### config.mk
export PLATFORM = sky130hd
export DESIGN_NAME = composite_frame_seq_flat
export DESIGN_NICKNAME = d
export VERILOG_FILES = /design/src/rtl/composite_frame_seq_if.sv /design/src/rtl/composite_frame_seq.sv /design/src/flat_wrapper.sv
export SDC_FILE = /design/constraint.sdc
export NUM_CORES = 1
export LEC_CHECK = 0
export BUFFER_PORTS_ARGS = -buffer_cell sky130_fd_sc_hd__buf_2
export CORE_ASPECT_RATIO = 1.75
export CORE_MARGIN = 10
export CORE_UTILIZATION = 49
export CTS_CLUSTER_DIAMETER = 60
export DETAILED_ROUTE_END_ITERATION = 10
export GPL_ROUTABILITY_DRIVEN = 0
export PLACE_DENSITY = 0.74
export SKIP_CTS_REPAIR_TIMING = 1
export SYNTH_ARGS = -nofsm -noshare
export SYNTH_HDL_FRONTEND = slang
export SYNTH_SLANG_ARGS = --single-unit
### constraint.sdc
create_clock -name clk -period 2.25 [get_ports clk]
set_input_delay 0.1125 -clock clk [delete_from_list [all_inputs] [get_ports clk]]
set_output_delay 0.1125 -clock clk [all_outputs]
set_load 0.01 [all_outputs]
### src/rtl/composite_frame_seq_if.sv
// Row-fetch handshake between the vertical sequencer (master) and the
// framebuffer fetch unit (slave).
interface composite_frame_seq_if;
    logic       row_req;
    logic [8:0] row_addr;
    logic       row_ack;

    modport master (
        output row_req,
        output row_addr,
        input  row_ack
    );

    modport slave (
        input  row_req,
        input  row_addr,
        output row_ack
    );
endinterface

### src/rtl/composite_frame_seq.sv
// Vertical field/frame sequencer: counts lines, classifies them and requests
// framebuffer rows one line ahead. Define COMPOSITE_INTERLACE_EN for interlaced fields.
module composite_frame_seq #(
    parameter int LINES_PER_FIELD = 262,
    parameter int EQ_LINES        = 3,
    parameter int VSYNC_LINES     = 3,
    parameter int BLANK_END       = 21
) (
    input  logic                        clk,
    input  logic                        reset,
    input  logic                        enable,
    input  logic                        line_end,
    input  logic                        underrun_clr,
    composite_frame_seq_if.master       row,
    output logic [9:0]                  line_num,
    output logic [1:0]                  line_type,
    output logic                        active_line,
    output logic                        field,
    output logic                        frame_start,
    output logic                        underrun
);

    typedef enum logic [1:0] {
        LT_BLANK      = 2'd0,
        LT_EQUALIZING = 2'd1,
        LT_VSYNC      = 2'd2,
        LT_ACTIVE     = 2'd3
    } line_type_t;

    localparam logic [9:0] EQ1_END   = 10'(EQ_LINES);
    localparam logic [9:0] VSYNC_END = 10'(EQ_LINES + VSYNC_LINES);
    localparam logic [9:0] EQ2_END   = 10'(2 * EQ_LINES + VSYNC_LINES);
    localparam logic [9:0] ACT_START = 10'(BLANK_END);
    localparam logic [9:0] REQ_START = 10'(BLANK_END - 1);
    localparam logic [9:0] LAST_BASE = 10'(LINES_PER_FIELD - 1);

    function automatic line_type_t classify(input logic [9:0] n);
        if (n < EQ1_END)        return LT_EQUALIZING;
        else if (n < VSYNC_END) return LT_VSYNC;
        else if (n < EQ2_END)   return LT_EQUALIZING;
        else if (n < ACT_START) return LT_BLANK;
        else                    return LT_ACTIVE;
    endfunction

    line_type_t line_type_q;
    line_type_t next_type;
    logic       row_req_q;
    logic [8:0] row_addr_q;
    logic       accept;
    logic       at_last;
    logic       due;
    logic       stale;
    logic [9:0] last_line;
    logic [9:0] next_num;
    logic [8:0] next_addr;

    // Request for line L+1 goes out on entering line L; the stale check looks at
    // the request outstanding before this edge, so a coincident ack forgives it.
    always_comb begin
        accept    = enable && line_end;
`ifdef COMPOSITE_INTERLACE_EN
        last_line = LAST_BASE + {9'd0, field};
        next_addr = {8'(next_num - REQ_START), field};
`else
        last_line = LAST_BASE;
        next_addr = 9'(next_num - REQ_START);
`endif
        at_last   = (line_num == last_line);
        next_num  = at_last ? 10'd0 : line_num + 10'd1;
        next_type = classify(next_num);
        due       = (next_num >= REQ_START) && (next_num < last_line);
        stale     = row_req_q && !row.row_ack;
    end

    always_ff @(posedge clk) begin
        if (reset) begin
            line_num    <= 10'd0;
            line_type_q <= LT_EQUALIZING;
            active_line <= 1'b0;
            field       <= 1'b0;
            frame_start <= 1'b0;
            row_req_q   <= 1'b0;
            row_addr_q  <= 9'd0;
            underrun    <= 1'b0;
        end else begin
            frame_start <= 1'b0;
            if (accept) begin
                line_num    <= next_num;
                line_type_q <= next_type;
                active_line <= (next_type == LT_ACTIVE);
                frame_start <= at_last;
`ifdef COMPOSITE_INTERLACE_EN
                field       <= field ^ at_last;
`endif
                row_req_q   <= due;
                if (due) begin
                    row_addr_q <= next_addr;
                end
                if (stale) begin
                    underrun <= 1'b1;
                end else if (underrun_clr) begin
                    underrun <= 1'b0;
                end
            end else begin
                if (row_req_q && row.row_ack) begin
                    row_req_q <= 1'b0;
                end
                if (underrun_clr) begin
                    underrun <= 1'b0;
                end
            end
        end
    end

    assign line_type    = line_type_q;
    assign row.row_req  = row_req_q;
    assign row.row_addr = row_addr_q;

endmodule

### src/flat_wrapper.sv
// flat-port wrapper written by rule: the top's interface ports become plain ports
module composite_frame_seq_flat 
#(
    parameter int LINES_PER_FIELD = 262,
    parameter int EQ_LINES        = 3,
    parameter int VSYNC_LINES     = 3,
    parameter int BLANK_END       = 21
)
  (clk, reset, enable, line_end, underrun_clr, line_num, line_type, active_line, field, frame_start, underrun, row_row_req, row_row_addr, row_row_ack);
  composite_frame_seq_if row_i ();
  input  logic clk;
  input  logic reset;
  input  logic enable;
  input  logic line_end;
  input  logic underrun_clr;
  output logic [9:0] line_num;
  output logic [1:0] line_type;
  output logic active_line;
  output logic field;
  output logic frame_start;
  output logic underrun;
  output wire logic [$bits(row_i.row_req)-1:0] row_row_req;
  output wire logic [$bits(row_i.row_addr)-1:0] row_row_addr;
  input wire logic [$bits(row_i.row_ack)-1:0] row_row_ack;
  assign row_row_req = row_i.row_req;
  assign row_row_addr = row_i.row_addr;
  assign row_i.row_ack = row_row_ack;
  composite_frame_seq #(.LINES_PER_FIELD(LINES_PER_FIELD), .EQ_LINES(EQ_LINES), .VSYNC_LINES(VSYNC_LINES), .BLANK_END(BLANK_END)) u_core (.clk(clk), .reset(reset), .enable(enable), .line_end(line_end), .underrun_clr(underrun_clr), .row(row_i), .line_num(line_num), .line_type(line_type), .active_line(active_line), .field(field), .frame_start(frame_start), .underrun(underrun));
endmodule
==> parameters.txt, run 1 <==
Parameter                              Value

Logic synthesis
  Total of flip-flops plus latches after synthesis ... 25
  Synthesized netlist net count ... 210
  Post-synth EDFFs ... 0
  Area of the mapped netlist ... 1640 um^2
  Sequential element share of the synthesized area ... 30.5%
  Netlist cell types ... 57
  Gate count after technology mapping ... 200
  Avg Synthesized Cell Area ... 8.20 um^2
  FFs w/ async S/R, synth ... 0%
  Warnings, synthesis ... 0
  Most used flip-flop cell after synthesis ... sky130_fd_sc_hd__dfxtp_1

Global routing
  Vias in the first global route ... 1,667
  Total congestion overflow ... 0
  Global routing usage summed across all routing layers ... 15.6%
  Maximum number of pins on one net before global-route repair ... 26
  Wire length of the first global-routing pass ... 7800 um
  Antenna violations before repair ... 0

Placement
  Half-perimeter wire length after placement ... 3790 um
  Post-Place Setup Slack ... -0.120 ns
  Count of buffers from port buffering ... 30
  Placed cell count ... 289

STA
  Minimum clock period after layout ... 2.13 ns
  Hold violation total from the final report ... 0
  Setup slack after layout ... 0.119 ns
  Minimum hold slack ... 0.143 ns
  Total Neg Setup Slack ... 0 ns
  Fraction of the cycle the final worst path needs ... 94.7%
  Setup skew after layout ... 0.0119 ns
  Setup violators final ... 0
  Number of slew-limit violations in the final report ... 0
  Max Clock Freq ... 469 MHz

Floorplan
  Ports ... 32
  Row count ... 27
  Core Region ... 3180 um^2
  Overall die area ... 6150 um^2
  Height of the chip ... 96.5 um
  Starting density of the core ... 51.6%
  Width of the die ... 63.7 um

Final layout
  Non-filler cells in the finished layout ... 293
  Number of nets in the final layout ... 261
  Fillers ... 302
  Most used cells in the layout excluding fill and tap cells ... sky130_fd_sc_hd__buf_4 (32), sky130_fd_sc_hd__buf_2 (30), sky130_fd_sc_hd__dfxtp_1 (22)
  Area growth, synth to finish ... 28.5%
  Commonest non-fill, non-tap cell in the layout ... sky130_fd_sc_hd__buf_4
  N_diodes ... 0
  Fraction of final layout cells with drive strength greater than 1 ... 36.4%

Pwr
  Total power density per cell area ... 380 nW/um^2
  Worst IR drop on VDD ... 0.387 mV
  Leakage power of the design ... 0.000873 uW

Routing
  WL/cell ... 16.7 um
  Total number of vias ... 1,700
  DRC violations left ... 0
  Final WL ... 4900 um
  Number of vias per cell after detailed routing ... 5.80
  First-pass iteration count of the detailed router ... 4
  First DRT Iteration DRCs ... 46
  Detail Route Antenna Nets ... 0

CTS
  Maximum root-to-sink buffer count ... 2
  CTS tree ... built
  Clock transition at path regs ... 0.09 ns
  Root buf cell ... sky130_fd_sc_hd__clkbuf_8
  Sink count of the clock tree ... 25
  Worst skew pair latency ... 0.28 ns
  Number of buffers created by CTS ... 3
  H-tree depth ... 1

Run status
  Run status ... finished clean

Run
  Max Cap Viol ... 0

Setup path
  Worst endpoint data arrival time ... 2.28 ns
  Endpoint class of the critical path ... register
  Start-to-end type of the worst setup path ... register to register
  Reg-to-reg slack, setup ... 0.12 ns
  Highest net fanout along the worst path ... 6
  Required time of the critical path ... 2.39 ns
  Worst-case reg-to-reg path depth ... 9
  Worst R2R End ... u_core.row.row_addr[1]
  Worst reg2reg startpoint ... u_core.line_num[4]
  Startpoint kind of the worst setup timing path ... register

Worst hold path
  Cell depth of the worst min-delay path ... 4
  Worst min path class ... input port to register
  Critical hold path startpoint ... row_row_ack
  Worst hold path endpoint ... u_core.row.row_req
-- cell usage after synthesis, drive strengths merged, types with 4 or more instances --
library cell / count / area (um^2)
a211oi: 4 / 45.1
xor2: 6 / 52.6
a31oi: 4 / 25.0
o21ai: 8 / 40.0
buf: 10 / 56.3
a21oi: 15 / 75.1
dfxtp: 25 / 500
nor2: 14 / 52.6
inv: 5 / 21.3
nand4: 4 / 25.0
clkbuf: 6 / 22.5
nand2: 21 / 88.8
xnor2: 5 / 43.8
nor3: 12 / 65.1
nand3: 12 / 65.1
ha: 4 / 50.1
-- worst max-delay path, cell delays in order, from the launching register on --
cell and delay (ns):
sky130_fd_sc_hd__dfxtp_1 0.36, sky130_fd_sc_hd__nor4_4 0.38, sky130_fd_sc_hd__nand4b_4 0.21, sky130_fd_sc_hd__nand2_4 0.13
sky130_fd_sc_hd__inv_4 0.05, sky130_fd_sc_hd__a221oi_2 0.28, sky130_fd_sc_hd__nand4_1 0.21, sky130_fd_sc_hd__buf_4 0.21
sky130_fd_sc_hd__nand3_1 0.08, sky130_fd_sc_hd__a21oi_1 0.06
-- layout make-up --
type	instances	area, um^2	share of cell area (%)
multi-input cells	154	1090	51.8
flip-flops and latches	25	504	23.9
repair buffers	62	390	18.5
well taps	43	53.8	2.55
clock buffers	4	45.0	2.14
inverters	5	21.3	1.01
-- metrics by stage --
stage               total power [uW]  cell area (um^2)  util (%)
floorplan                        508              1640         -
global placement                 534              2000      63.1
detailed placement               535              2000      63.1
CTS                              801              2050      64.5
global route                     826              2110      66.4
finish                           801              2110      66.4
-- how the worst max path moves through the flow --
stage                                   from                     end  slack (ns)  cells after the start
after floorplan           u_core.line_num[1]  u_core.row.row_addr[5]        0.02                      9
after global placement    u_core.line_num[1]  u_core.row.row_addr[5]       -0.11                      8
after detailed placement  u_core.line_num[1]  u_core.row.row_addr[5]       -0.12                      8
after CTS                 u_core.line_num[1]  u_core.row.row_addr[5]       -0.15                      8
after global routing      u_core.line_num[1]  u_core.row.row_addr[1]      -0.002                     11
final                     u_core.line_num[4]  u_core.row.row_addr[1]        0.12                      9
-- cells by family (layout without fill, tap and decap cells) --
logic type | after synthesis | after routing | share of synthesized area, %
compound gates | 55 | 55 | 25.5
xor+xnor | 11 | 11 | 5.88
fa+ha+maj | 4 | 4 | 3.05
buf+inv | 21 | 71 | 6.11
flops | 25 | 25 | 30.5
mux | 1 | 1 | 0.611
other cells | 1 | 1 | 0.229
simple gates | 82 | 82 | 28.1
-- state kept, by name, indices dropped and copies added, names as in the netlist --
signal,cells
u_core.row.row_req,1
u_core.line_type,2
u_core.line_num,10
u_core.row.row_addr,9
u_core.frame_start,1
u_core.active_line,1
u_core.underrun,1
-- per-layer routing --
| layer | part of all wire, % | track usage [%] | vias up |
|---|---|---|---|
| li1 | - | - | 839 |
| met5 | 0 | 0 | - |
| met2 | 55 | 30.0 | 42 |
| met4 | 1.7 | 7.33 | 0 |
| met1 | 39 | 15.7 | 812 |
| met3 | 3.9 | 3.11 | 7 |
-- power by group --
group / internal [uW] / leakage [uW] / total [uW] / switching, uW
registers: 448 / 0.000203 / 454 / 6.12
clock network: 127 / 0.0000228 / 274 / 146
logic: 27.5 / 0.000646 / 73.6 / 46.1
Note: power is estimated with default switching activity, not from simulation.
==> run 2: changes to the inputs <==
==> constraint.sdc (replaced) <==
create_clock -name clk -period 1.9 [get_ports clk]
set_input_delay 0.095 -clock clk [delete_from_list [all_inputs] [get_ports clk]]
set_output_delay 0.095 -clock clk [all_outputs]
set_load 0.01 [all_outputs]
==> run 2 against run 1 <==
The flow now finishes with violations (negative setup slack). Non-clock buffer count increased by 23. Sequential cell count stayed put. Highest routed layer unchanged. Wire length grew 7.9%.
==> parameters.txt, run 2 (same netlist as run 1, synthesis figures left out) <==
Parameter                              Value

STA
  Worst Max-Slew Pin Slew ... 0.578 ns
  Number of slew-limit violations in the final report ... 0
  Minimum hold slack ... 0.145 ns
  Setup violators final ... 13
  Unrepaired setup endpoints after global routing ... yes
  Minimum clock period after layout ... 2.10 ns
  Hold violation total from the final report ... 0
  Fraction of the cycle the final worst path needs ... 110%
  Setup slack after layout ... -0.195 ns
  Slew margin rel. ... 61.3%
  Setup skew after layout ... 0.00601 ns
  Max Clock Freq ... 477 MHz

Floorplan
  Row count ... 27
  Starting density of the core ... 51.6%
  Core Region ... 3180 um^2
  Overall die area ... 6150 um^2
  Width of the die ... 63.7 um
  Ports ... 32
  Height of the chip ... 96.5 um

Global routing
  Wire length of the first global-routing pass ... 8230 um
  Global routing usage summed across all routing layers ... 16.3%
  Maximum number of pins on one net before global-route repair ... 26
  Antenna violations before repair ... 0
  Vias in the first global route ... 1,752
  Total congestion overflow ... 0

CTS
  Maximum root-to-sink buffer count ... 2
  H-tree depth ... 1
  Worst skew pair latency ... 0.27 ns
  Sink count of the clock tree ... 25
  Root buf cell ... sky130_fd_sc_hd__clkbuf_8
  CTS tree ... built
  Number of buffers created by CTS ... 3
  Clock transition at path regs ... 0.10 ns

Final layout
  Layout Cell Area excl Fill ... 2440 um^2
  Area growth, synth to finish ... 48.7%
  Commonest non-fill, non-tap cell in the layout ... sky130_fd_sc_hd__buf_4
  Fillers ... 244
  Number of nets in the final layout ... 284
  Most used cells in the layout excluding fill and tap cells ... sky130_fd_sc_hd__buf_4 (51), sky130_fd_sc_hd__buf_2 (30), sky130_fd_sc_hd__dfxtp_1 (19)
  N_diodes ... 0
  Fraction of final layout cells with drive strength greater than 1 ... 49.1%
  Biggest register ... u_core.line_num
  Area taken by multi-input logic gates ... 1220 um^2
  Number of flip-flops under the largest register name ... 10
  Register Area ... 515 um^2

Run status
  Violations in the final reports ... negative setup slack
  Run status ... finished with violations

Pwr
  Gate power share ... 11.4%
  Internal Dissipation ... 725 uW
  Worst IR drop on VDD ... 0.525 mV
  Fraction of power spent switching nets ... 25.6%
  Clock Power Share ... 33.8%
  Switch Pwr ... 249 uW
  Leakage power of the design ... 0.00104 uW
  Part of the power in registers ... 54.8%
  Total power density per cell area ... 400 nW/um^2

Placement
  Half-perimeter wire length after placement ... 4050 um
  Count of buffers from port buffering ... 30
  Cell area reported after detailed placement ... 2240 um^2

Routing
  WL/cell ... 16.7 um
  Detail Route Antenna Nets ... 0
  Number of vias per cell after detailed routing ... 5.78
  DRC violations left ... 0
  First-pass iteration count of the detailed router ... 5
  Final WL ... 5290 um
  First DRT Iteration DRCs ... 68
  Total number of vias ... 1,827

Setup path
  Highest net fanout along the worst path ... 8
  Required time of the critical path ... 2.10 ns
  Worst endpoint data arrival time ... 2.29 ns
  Startpoint kind of the worst setup timing path ... register
  Start-to-end type of the worst setup path ... register to register
  Endpoint class of the critical path ... register

Worst hold path
  Worst min path class ... input port to register

Run
  Max Cap Viol ... 0
==> run 2: final timing paths <==
| check | start | to | slack, ns | cells after the start |
|---|---|---|---|---|
| setup / recovery | u_core.line_num[0] | u_core.row.row_addr[7] | -0.20 | 9 |
| hold / removal | row_row_ack | u_core.row.row_req | 0.14 | 4 |
| hold reg to reg | u_core.row.row_addr[6] | u_core.row.row_addr[6] | 0.47 | 2 |
| setup reg to reg | u_core.line_num[0] | u_core.row.row_addr[7] | -0.20 | 9 |
==> run 2: layout make-up <==
type,count,area share (%)
multi-input cells,154,50.1
repair buffers,85,23.7
flip-flops and latches,25,21.1
well taps,43,2.21
clock buffers,3,1.69
inverters,5,0.873
clock inverters,1,0.308
==> run 2: per-stage QoR <==
stage	cells	power (uW)	TNS (ns)	setup WS, ns	util, %
global placement	310	649	-1.97	-0.203	70.4
detailed placement	310	649	-2.70	-0.259	70.4
CTS	314	970	-3.10	-0.292	72.0
floorplan	200	605	-1.19	-0.167	-
global route	316	1000	-2.90	-0.287	76.8
finish	316	975	-1.98	-0.195	76.8
==> run 2: power groups by stage <==
stage                     Combinational [uW]  Sequential (uW)  Clock (uW)
after floorplan                         53.7              552           0
after global placement                   101              548           0
after detailed placement                 101              548           0
after CTS                                102              536         333
after global routing                     120              535         345
final                                    111              534         329
==> run 2: worst max-delay path, stage by stage (launching register included) <==
cell and delay [ns]:
sky130_fd_sc_hd__dfxtp_4 0.38, sky130_fd_sc_hd__ha_4 0.18, sky130_fd_sc_hd__buf_6 0.12, sky130_fd_sc_hd__a311o_1 0.33, sky130_fd_sc_hd__o31a_1 0.15, sky130_fd_sc_hd__a221oi_4 0.22
sky130_fd_sc_hd__and4_1 0.24, sky130_fd_sc_hd__buf_6 0.15, sky130_fd_sc_hd__nor3_2 0.06, sky130_fd_sc_hd__a211oi_2 0.18
==> run 2: per-layer routing <==
| metal | up-vias | part of all wire (%) | global-route usage, % |
|---|---|---|---|
| li1 | 883 | - | - |
| met1 | 865 | 38 | 16.0 |
| met2 | 61 | 54 | 32.2 |
| met3 | 18 | 5.4 | 3.23 |
| met4 | 0 | 3.0 | 6.59 |
| met5 | - | 0 | 0 |
